--- src/rtl/spi_adc_pkg.sv ---
// Shared types and constants for the SPI ADC responder.
// The frame is a short command header followed by one sample.
package spi_adc_pkg;

    localparam int CMD_BITS_DEF = 4;
    localparam int DATA_W_DEF   = 12;
    localparam int FRAME_BITS   = CMD_BITS_DEF + DATA_W_DEF;

    typedef enum logic [1:0] {
        IDLE,
        CMD,
        DATA,
        DONE
    } state_t;

endpackage

--- src/rtl/spi_sync_edge.sv ---
// Multi-stage synchronizer for an asynchronous pin.
// Provides the synchronized level and single-cycle rise/fall pulses.
module spi_sync_edge #(
    parameter int   STAGES  = 2,
    parameter logic RST_VAL = 1'b0
) (
    input  logic clk,
    input  logic rst_n,
    input  logic din,
    output logic level,
    output logic rise,
    output logic fall
);

    logic [STAGES:0] chain;

    always_ff @(posedge clk or negedge rst_n) begin
        if (!rst_n) begin
            chain <= {(STAGES + 1){RST_VAL}};
        end else begin
            chain <= {chain[STAGES-1:0], din};
        end
    end

    assign level = chain[STAGES-1];
    assign rise  = chain[STAGES-1] & ~chain[STAGES];
    assign fall  = ~chain[STAGES-1] & chain[STAGES];

endmodule

--- src/rtl/spi_adc_responder.sv ---
// SPI mode-0 slave emulating a two-channel ADC: 4-bit command in,
// selected sample out on MISO, MSB first.
module spi_adc_responder
    import spi_adc_pkg::*;
#(
    parameter int DATA_W      = DATA_W_DEF,
    parameter int CMD_BITS    = CMD_BITS_DEF,
    parameter int SYNC_STAGES = 2
) (
    input  logic              clk,
    input  logic              rst_n,
    input  logic              sck,
    input  logic              cs_n,
    input  logic              mosi,
    input  logic [DATA_W-1:0] sample_ch0,
    input  logic [DATA_W-1:0] sample_ch1,
    output logic              miso,
    output logic              miso_oe,
    output logic              channel,
    output logic              frame_done,
    output logic              frame_err
);

    localparam int FRAME_LEN = CMD_BITS + DATA_W;
    localparam int CW        = $clog2(FRAME_LEN + 1);
    localparam int IW        = $clog2(DATA_W);
    localparam int WW        = $clog2(SYNC_STAGES + 2);

    state_t state;
    state_t state_nx;

    logic sck_lvl_unused;
    logic sck_rise;
    logic sck_fall;
    logic cs_lvl;
    logic cs_rise;
    logic cs_fall;
    logic [SYNC_STAGES-1:0] mosi_sync;
    logic mosi_s;

    logic [WW-1:0] warm;
    logic armed;
    logic start;

    logic [CW-1:0] bit_cnt;
    logic start_ok;
    logic sel;
    logic [DATA_W-1:0] shadow0;
    logic [DATA_W-1:0] shadow1;
    logic [DATA_W-1:0] cur_word;
    logic [IW-1:0] idx;

    logic miso_nx;
    logic done_nx;
    logic err_nx;

    spi_sync_edge #(
        .STAGES  (SYNC_STAGES),
        .RST_VAL (1'b0)
    ) u_sck_sync (
        .clk   (clk),
        .rst_n (rst_n),
        .din   (sck),
        .level (sck_lvl_unused),
        .rise  (sck_rise),
        .fall  (sck_fall)
    );

    spi_sync_edge #(
        .STAGES  (SYNC_STAGES),
        .RST_VAL (1'b1)
    ) u_cs_sync (
        .clk   (clk),
        .rst_n (rst_n),
        .din   (cs_n),
        .level (cs_lvl),
        .rise  (cs_rise),
        .fall  (cs_fall)
    );

    always_ff @(posedge clk or negedge rst_n) begin
        if (!rst_n) begin
            mosi_sync <= '0;
        end else begin
            mosi_sync <= {mosi_sync[SYNC_STAGES-2:0], mosi};
        end
    end

    assign mosi_s = mosi_sync[SYNC_STAGES-1];

    // A CS that was already low when reset released must not start a
    // frame: wait for the chain to refill and see CS high first.
    always_ff @(posedge clk or negedge rst_n) begin
        if (!rst_n) begin
            warm  <= '0;
            armed <= 1'b0;
        end else begin
            if (warm != WW'(SYNC_STAGES)) begin
                warm <= warm + 1'b1;
            end
            if (warm == WW'(SYNC_STAGES) && cs_lvl) begin
                armed <= 1'b1;
            end
        end
    end

    assign start    = cs_fall & armed & (state == IDLE);
    assign cur_word = sel ? shadow1 : shadow0;
    assign idx      = IW'(CW'(FRAME_LEN - 1) - bit_cnt);
    assign miso_oe  = ~cs_lvl;

    always_ff @(posedge clk or negedge rst_n) begin
        if (!rst_n) begin
            state <= IDLE;
        end else begin
            state <= state_nx;
        end
    end

    always_comb begin
        state_nx = state;
        unique case (state)
            IDLE: begin
                if (start) state_nx = CMD;
            end
            CMD: begin
                if (cs_rise) begin
                    state_nx = IDLE;
                end else if (sck_rise && bit_cnt == CW'(CMD_BITS - 1)) begin
                    state_nx = DATA;
                end
            end
            DATA: begin
                if (cs_rise) begin
                    state_nx = IDLE;
                end else if (sck_rise && bit_cnt == CW'(FRAME_LEN - 1)) begin
                    state_nx = DONE;
                end
            end
            DONE: begin
                if (cs_rise) state_nx = IDLE;
            end
            default: state_nx = IDLE;
        endcase
    end

    always_comb begin
        done_nx = cs_rise & (state == DONE) & start_ok;
        err_nx  = cs_rise & (((state == DONE) & ~start_ok) |
                             (state == CMD) | (state == DATA));
        miso_nx = miso;
        if (state_nx != DATA) begin
            miso_nx = 1'b0;
        end else if (sck_fall) begin
            miso_nx = start_ok & cur_word[idx];
        end
    end

    always_ff @(posedge clk or negedge rst_n) begin
        if (!rst_n) begin
            bit_cnt    <= '0;
            start_ok   <= 1'b0;
            sel        <= 1'b0;
            shadow0    <= '0;
            shadow1    <= '0;
            miso       <= 1'b0;
            channel    <= 1'b0;
            frame_done <= 1'b0;
            frame_err  <= 1'b0;
        end else begin
            if (state == IDLE) begin
                bit_cnt <= '0;
            end else if ((state == CMD || state == DATA) && sck_rise) begin
                bit_cnt <= bit_cnt + 1'b1;
            end
            if (start) begin
                shadow0  <= sample_ch0;
                shadow1  <= sample_ch1;
                start_ok <= 1'b0;
                sel      <= 1'b0;
            end
            if (state == CMD && sck_rise && bit_cnt == CW'(0)) begin
                start_ok <= mosi_s;
            end
            if (state == CMD && sck_rise && bit_cnt == CW'(1)) begin
                sel <= mosi_s;
            end
            if (done_nx) begin
                channel <= sel;
            end
            miso       <= miso_nx;
            frame_done <= done_nx;
            frame_err  <= err_nx;
        end
    end

endmodule
--- config.mk ---
export PLATFORM = sky130hd
export DESIGN_NAME = spi_adc_responder
export DESIGN_NICKNAME = d
export VERILOG_FILES = /design/src/rtl/spi_adc_pkg.sv /design/src/rtl/spi_sync_edge.sv /design/src/rtl/spi_adc_responder.sv
export SDC_FILE = /design/constraint.sdc
export NUM_CORES = 1
export LEC_CHECK = 0
export ABC_AREA = 1
export CORE_ASPECT_RATIO = 0.6
export CORE_MARGIN = 2
export CORE_UTILIZATION = 48
export CTS_CLUSTER_SIZE = 30
export DETAILED_ROUTE_END_ITERATION = 7
export PLACE_DENSITY = 0.76
export SYNTH_ARGS = -nofsm -noshare
export SYNTH_HDL_FRONTEND = slang
export SYNTH_SLANG_ARGS = --single-unit
--- constraint.sdc ---
create_clock -name clk -period 1.7 [get_ports clk]
set_input_delay 0.34 -clock clk [delete_from_list [all_inputs] [get_ports clk]]
set_output_delay 0.34 -clock clk [all_outputs]
set_load 0.01 [all_outputs]
## Yosys cells after proc, flatten, opt, wreduce, memory -nomap -nowiden

Index checks and enable logic that the tools add are counted.

- Add/sub/neg operators: 3
- Bitwise logic cells: 18
- Mux-type cells: 17
- Reductions and logical operators: 14
- Equality and inequality tests: 9
- $lt $le $gt $ge: 1

Operators by type and width:

| cell | count |
|---|---|
| 12-bit two-way mux | 1 |
| 2-bit two-way mux | 6 |
| 1-bit bitwise AND | 11 |
| 5-bit two-way mux | 2 |
| 2-bit one-hot mux with 4 select lines | 1 |
| 2-bit nonzero test | 4 |
| 1-bit logical AND | 7 |
| 2-bit equality test (second input constant) | 3 |
| 1-bit two-way mux | 6 |
| 5-bit by 1-bit adder with 5-bit output (second input constant) | 1 |
| 5-bit by 1-bit equality test with 1-bit output (second input constant) | 1 |
| 5-bit by 2-bit equality test with 1-bit output (second input constant) | 1 |
| 5-bit by 4-bit equality test with 1-bit output (second input constant) | 1 |
| 5-bit logical NOT | 1 |
| 4-bit by 5-bit less-than comparator with 1-bit output (second input constant) | 1 |
| 1-bit NOT | 5 |
| 1-bit binary-select mux with 4-bit select | 1 |
| 2-bit inequality test (second input constant) | 2 |
| 4-bit subtractor (first input constant) | 1 |
| 2-bit by 1-bit adder with 2-bit output (second input constant) | 1 |
| 2-bit by 1-bit equality test with 1-bit output (second input constant) | 1 |
| 2-bit logical NOT | 1 |
| 1-bit OR | 2 |
| 1-bit logical OR | 1 |

- Output and inout port bits: 5
- Flip-flop bits (word level): 48

## Logic depth before layout (Yosys ltp)

Gate-level depths: netlist (run 1).

- Depth in word-level cells: 8
- Depth in mapped cells: 11

## By module

From an unflattened synthesis (run 1), not the netlist that was laid out.

- Cell total of the unflattened synthesis: 236
- Area, all modules: 2,259.7 µm²

By module, submodules not included:

| module | area an instance (µm²) | times used | cells an instance |
|---|---|---|---|
| spi_adc_responder | 2,075.7 | 1 | 222 |
| spi_sync_edge (u_cs_sync) | 93.8 | 1 | 7 |
| spi_sync_edge (u_sck_sync) | 90.1 | 1 | 7 |

## Worst setup path after synthesis (run 1)

OpenSTA, ideal clock, no wires.

- Path kind: register -> register
- From: register state[0]
- To: register sel
- Buffers on the path: 0
- Path slack: 0.122 ns
- Stages on the path, launching flop included: 8
- Period minus slack after synthesis: 1.578 ns
- Setup time: 0.121 ns
- Arrival time: 1.457 ns
- Path through: dfrtp_1 > inv_1 > ha_1 > inv_1 > nor4_4 > inv_2 > nand3_1 > o21ai_1

- Word-level cells in the longest chain between the ends: 4
- Elaborated cells on any way between the ends: 7

Ends and longest elaborated chain:

| element | line | RTL |
|---|---|---|
| from (decl) | spi_adc_responder.sv:29 | `state_t state;` |
| from (signal assigned) | spi_adc_responder.sv:116 | `state <= state_nx;` |
| 2-bit by 1-bit equality test with 1-bit output | spi_adc_responder.sv:185 | `if (state == CMD && sck_rise && bit_cnt == CW'(1)) begin` |
| 1-bit logical AND (2 in a row) | spi_adc_responder.sv:185 |  |
| 1-bit two-way mux or 2-bit nonzero test (tied branches) | n/a |  |
| to (signal assigned) | spi_adc_responder.sv:186 | `sel <= mosi_s;` |
| to (decl) | spi_adc_responder.sv:47 | `logic sel;` |

Several ways; a longest one is shown, not always the timed one.
A chain may end at the register's enable or synchronous reset.

## Worst setup path in the final report (run 1)

- From: register state[1]
- To: register start_ok

- Word-level cells in the longest chain between the ends: 4
- Elaborated cells on any way between the ends: 7

Ends and longest elaborated chain:

| element | line | RTL |
|---|---|---|
| 2-bit by 1-bit equality test with 1-bit output | spi_adc_responder.sv:182 | `if (state == CMD && sck_rise && bit_cnt == CW'(0)) begin` |
| 1-bit logical AND (2 in a row) | spi_adc_responder.sv:182 |  |
| 1-bit two-way mux or 2-bit nonzero test (tied branches) | n/a |  |
| to (signal assigned) | spi_adc_responder.sv:183 | `start_ok <= mosi_s;` |
| to (decl) | spi_adc_responder.sv:46 | `logic start_ok;` |

Several ways; a longest one is shown, not always the timed one.

==> results of run 1 <==
## metrics by stage
stage	instance area (sq um)	setup WS [ns]
floorplan	2310	0.122
global placement	2700	0.0672
detailed placement	2700	0.0303
CTS	2830	0.00789
global route	2890	-0.0533
finish	2890	0.0572
## placed cells by master (no fill, tap or decap), drive strengths merged
master	netlist	routed
clkinv	0	1
and2	1	1
bufinv	0	1
dlymetal6s2s	0	1
nor2	11	11
dfstp	3	3
inv	45	45
nand2	77	77
dfrtp	45	45
clkdlybuf4s50	0	31
o31ai	1	1
dlygate4sd3	0	1
o21ai	26	26
or2	1	1
nand4	3	3
a21oi	5	5
nand3	30	30
nor3	3	3
xnor2	1	1
clkbuf	0	6
buf	8	14
nor4	1	1
ha	9	9
o22ai	1	1
## where the power goes
part	internal, uW	switching [uW]	total [uW]	leakage, uW
Combinational	535	770	1300	0.000755
Clock	436	366	802	0.0000552
Sequential	1480	150	1630	0.000595
## worst max-delay path, stage by stage, from the launching register on
cell,delay [ns]
sky130_fd_sc_hd__dfrtp_1,0.40
sky130_fd_sc_hd__inv_1,0.10
sky130_fd_sc_hd__ha_1,0.16
sky130_fd_sc_hd__inv_1,0.07
sky130_fd_sc_hd__nor4_4,0.28
sky130_fd_sc_hd__buf_4,0.19
sky130_fd_sc_hd__buf_6,0.13
sky130_fd_sc_hd__inv_2,0.08
sky130_fd_sc_hd__nand3_1,0.07
sky130_fd_sc_hd__o21ai_1,0.06
## area by class of cell
cell class / instances / area (sq um) / area share
Clock buffer: 6 / 72.6 / 0.0251
Clock inverter: 2 / 35.0 / 0.0121
Inverter: 45 / 169 / 0.0585
Multi-Input combinational cell: 170 / 865 / 0.299
Sequential cell: 48 / 1200 / 0.417
Tap cell: 63 / 78.8 / 0.0273
Timing Repair Buffer: 47 / 464 / 0.161
## worst min path at each step
stage                        start                   to  slack (ns)
4_1_cts         u_cs_sync.chain[0]   u_cs_sync.chain[1]        0.36
2_1_floorplan                rst_n                armed        0.04
3_5_place_dp                 rst_n           shadow1[0]        0.20
5_1_grt         u_cs_sync.chain[0]   u_cs_sync.chain[1]        0.37
6_report       u_sck_sync.chain[0]  u_sck_sync.chain[1]        0.36
3_3_place_gp                 rst_n           shadow1[0]        0.20
## registers in the layout, summed over array words and instances (netlist names)
signal	cells
armed	1
bit_cnt	5
channel	1
frame_done	1
frame_err	1
miso	1
mosi_sync	2
sel	1
shadow0	12
shadow1	12
start_ok	1
state	2
u_cs_sync.chain	3
u_sck_sync.chain	3
warm	2
## cell families (layout without fill, tap and decap cells)
group                      count (synthesis)  after routing
AOI/OAI and AO/OA                         33             33
xor gates and xnor gates                   1              1
adders and majority gates                  9              9
buffers and inverters                     53            100
DFF                                       48             48
and+or+nand+nor                          127            127
## Yosys cell counts
cell	count
sky130_fd_sc_hd__buf_4	1
sky130_fd_sc_hd__dfrtp_1	45
sky130_fd_sc_hd__nor4_4	1
sky130_fd_sc_hd__nand2_1	77
sky130_fd_sc_hd__o21ai_2	7
sky130_fd_sc_hd__xnor2_1	1
sky130_fd_sc_hd__buf_1	1
sky130_fd_sc_hd__inv_2	2
sky130_fd_sc_hd__or2_2	1
sky130_fd_sc_hd__dfstp_2	3
sky130_fd_sc_hd__o21ai_1	2
sky130_fd_sc_hd__ha_1	9
sky130_fd_sc_hd__nand3_1	30
sky130_fd_sc_hd__nand4_1	3
sky130_fd_sc_hd__buf_2	1
sky130_fd_sc_hd__a21oi_1	5
sky130_fd_sc_hd__nor2_1	11
sky130_fd_sc_hd__and2_1	1
sky130_fd_sc_hd__o21ai_0	17
sky130_fd_sc_hd__o31ai_1	1
sky130_fd_sc_hd__inv_1	43
sky130_fd_sc_hd__buf_6	5
sky130_fd_sc_hd__nor3_1	3
sky130_fd_sc_hd__o22ai_1	1
## layer usage
| layer | vias to the layer above | track usage | wire length, microns |
|---|---|---|---|
| met5 | - | 0 | 0 |
| met4 | 0 | 0.0559 | 48 |
| met3 | 7 | 0.0468 | 206 |
| met2 | 39 | 0.259 | 1870 |
| met1 | 836 | 0.278 | 2420 |
| li1 | 939 | - | - |
## what timing repair did
item | CTS | global route
pin swaps | 0 | 1
setup buffers | 1 | 4
hold buffers | 1 | 0
gates resized for setup | 0 | 6
endpoints found under the setup margin | 1 | 24
hold endpoints to repair | 6 | 0
==> results.md, run 1 <==
- The run finished with clean final reports.
- The number of nets with antenna violations after detailed routing is 0.
- The number of stages on the worst hold path is 0.
- The worst setup path startpoint is state[1].
- The data required time at the worst endpoint is between 1.5 and 2 ns.
- The reported max-cap violation count is 0.
- The mapped netlist covers roughly 2300 sq um.
- The number of filler cells placed in the layout is approximately 400.
- The number of design rule violations left after detail routing is 0.
- The TritonCTS clock tree is yes.
- The repair_antennas step left the layout with diodes totalling 0.
- The final worst clock skew is roughly 0.0035 ns.
- The clock insertion delay at the later pin of the skew report is approximately 0.30 ns.
- The worst pin sits at a relative slew slack of 0.757.
- The peak clock frequency supported by timing is a little over 0.6 GHz.
- The post-route minimum period is roughly 1.6 ns.
- The slew at the pin closest to its max-slew limit is 0.362 ns.
- The layout overhead on the synthesized area is 25.0%.
- Wires add up to approximately 4.5 mm.
- Adding up every negative setup slack in the final design gives 0 ns.
- The cell sitting at the root of the clock tree is a sky130_fd_sc_hd__clkbuf_8.
- Along the worst path, the maximum fanout reaches 8.
- The deepest clock path buffer count is 2.
- The final route contains between 1,500 and 2,000 vias.
- The final setup violation count is 0.
- The number of top-level design ports is 34.
- The path category of the worst min-delay check is flip-flop to flip-flop.
- Counting flops and latches in the post-synthesis netlist gives 48.
- The library cell with the largest summed area after synthesis is sky130_fd_sc_hd__dfrtp_1.
- The die is between 90 and 100 microns wide.
- Total power for the finished layout comes to ~3700 uW.
- For the worst flop-to-flop path, the logic depth is 9.
- The via count of the first global-routing pass is between 1,500 and 2,000.
- Synthesis produced 271 cells.
- The vias per cell is between 4 and 5.
- Final hold analysis gives a worst-case slack of between 0.3 and 0.4 ns.
- Detailed placement finished with a half-perimeter wire length of approximately 3.3 mm.
- The remaining global-route overflow is 0.
- The share of synthesized area occupied by flip-flops and latches is 0.521.
- The Yosys step of the flow raised 0 warnings.
- The worst setup path is of the flip-flop to flip-flop kind.
- Dividing the detail-routed wire length by the instance count gives roughly 12 microns.
- The synthesized-area fraction occupied by adder cells is 0.0487.
- In this run the register-to-register setup slack is about 0.057 ns.
- The number of buffers created by CTS is 5.
- The region available for standard cell placement spans 4610 sq um.
- The number of iterations in the first detailed-routing pass is 4.
- The number of antenna violations at the first check in global routing is 0.
- The source of the worst register-to-register timing path is state[1].
- For this run, the share of the core covered by cells in the final layout is 0.626.
- The critical path launch point type is a flip-flop.
- The area share of the leading cell type in the synthesized netlist is 0.487.
- For this design the ratio of total power to cell area is 1290 nW/um^2.
- The net count after synthesis is between 300 and 400.
- The final clock period utilization by the worst path is 0.966.
- The all-layer global routing usage is 0.183.
- Of the total synthesized cell area, the portion taken by AND, OR, NAND and NOR gates is 0.237.
- After synthesis, the cell types taking the most area are sky130_fd_sc_hd__dfrtp_1, sky130_fd_sc_hd__nand2_1, sky130_fd_sc_hd__inv_1.
- The destination of the worst register-to-register timing path is start_ok.
- The net total in the final layout is between 300 and 400.
- The count of pins over their slew limit is 0.
- At the worst endpoint, the arrival time is between 1.5 and 2 ns.
- Across the VDD grid, the largest voltage drop is 0.000715 V.
- The clock-pin slew of the registers on the worst-case setup and hold paths is about 0.080 ns.
- The last weighted congestion value of the routability-driven placer is ~0.85.
- The maximum level of the CTS H-tree is 2.
- The multiplexer share of the synthesized area is 0.
- The hold violation count in the final report is 0.
- The number of buffers inserted by port buffering is 33.
- CTS saw 48 sinks.
- After synthesis, the largest family of logic cells by area is simple AND/OR/NAND/NOR gates.
- Following the worst setup path forward leads to its endpoint at start_ok.
- The worst setup path is captured at a flip-flop.
- The first routing iteration left approximately 100 violations.
- The compound-cell area share of the yosys netlist is 0.0845.
- For this design the static power due to leakage is between 0.001 and 0.0015 uW.
- The first global-routing pass estimated roughly 7.6 mm of wire.
- The average size of a mapped cell is around 8.5 sq um.
- The floorplan step set the die height to a little under 60 microns.
- After synthesis, the netlist uses 24 different library cells.
- The final non-filler cell total is 381.
- The post-synthesis share of cell area spent on xor and xnor gates is 0.00379.
- The initialized floorplan defines 19 standard-cell rows.
- The pin count of the biggest net entering global routing is 29.
- The area enclosed by the die boundary is between 5000 and 6000 sq um.
- The total instance count after detailed placement is between 300 and 400.
- In the final layout, the share of cells above drive strength 1 is 0.113.
- For this configuration, the core starts out at a cell density of 0.501.
Power figures use the tool's default switching activity.
==> run 2, diff against run 1 <==
- CTS_CLUSTER_SIZE: 30 -> 12
==> results of run 2 <==
Same layout as run 1: the final DEF is identical, and so are final timing and power.
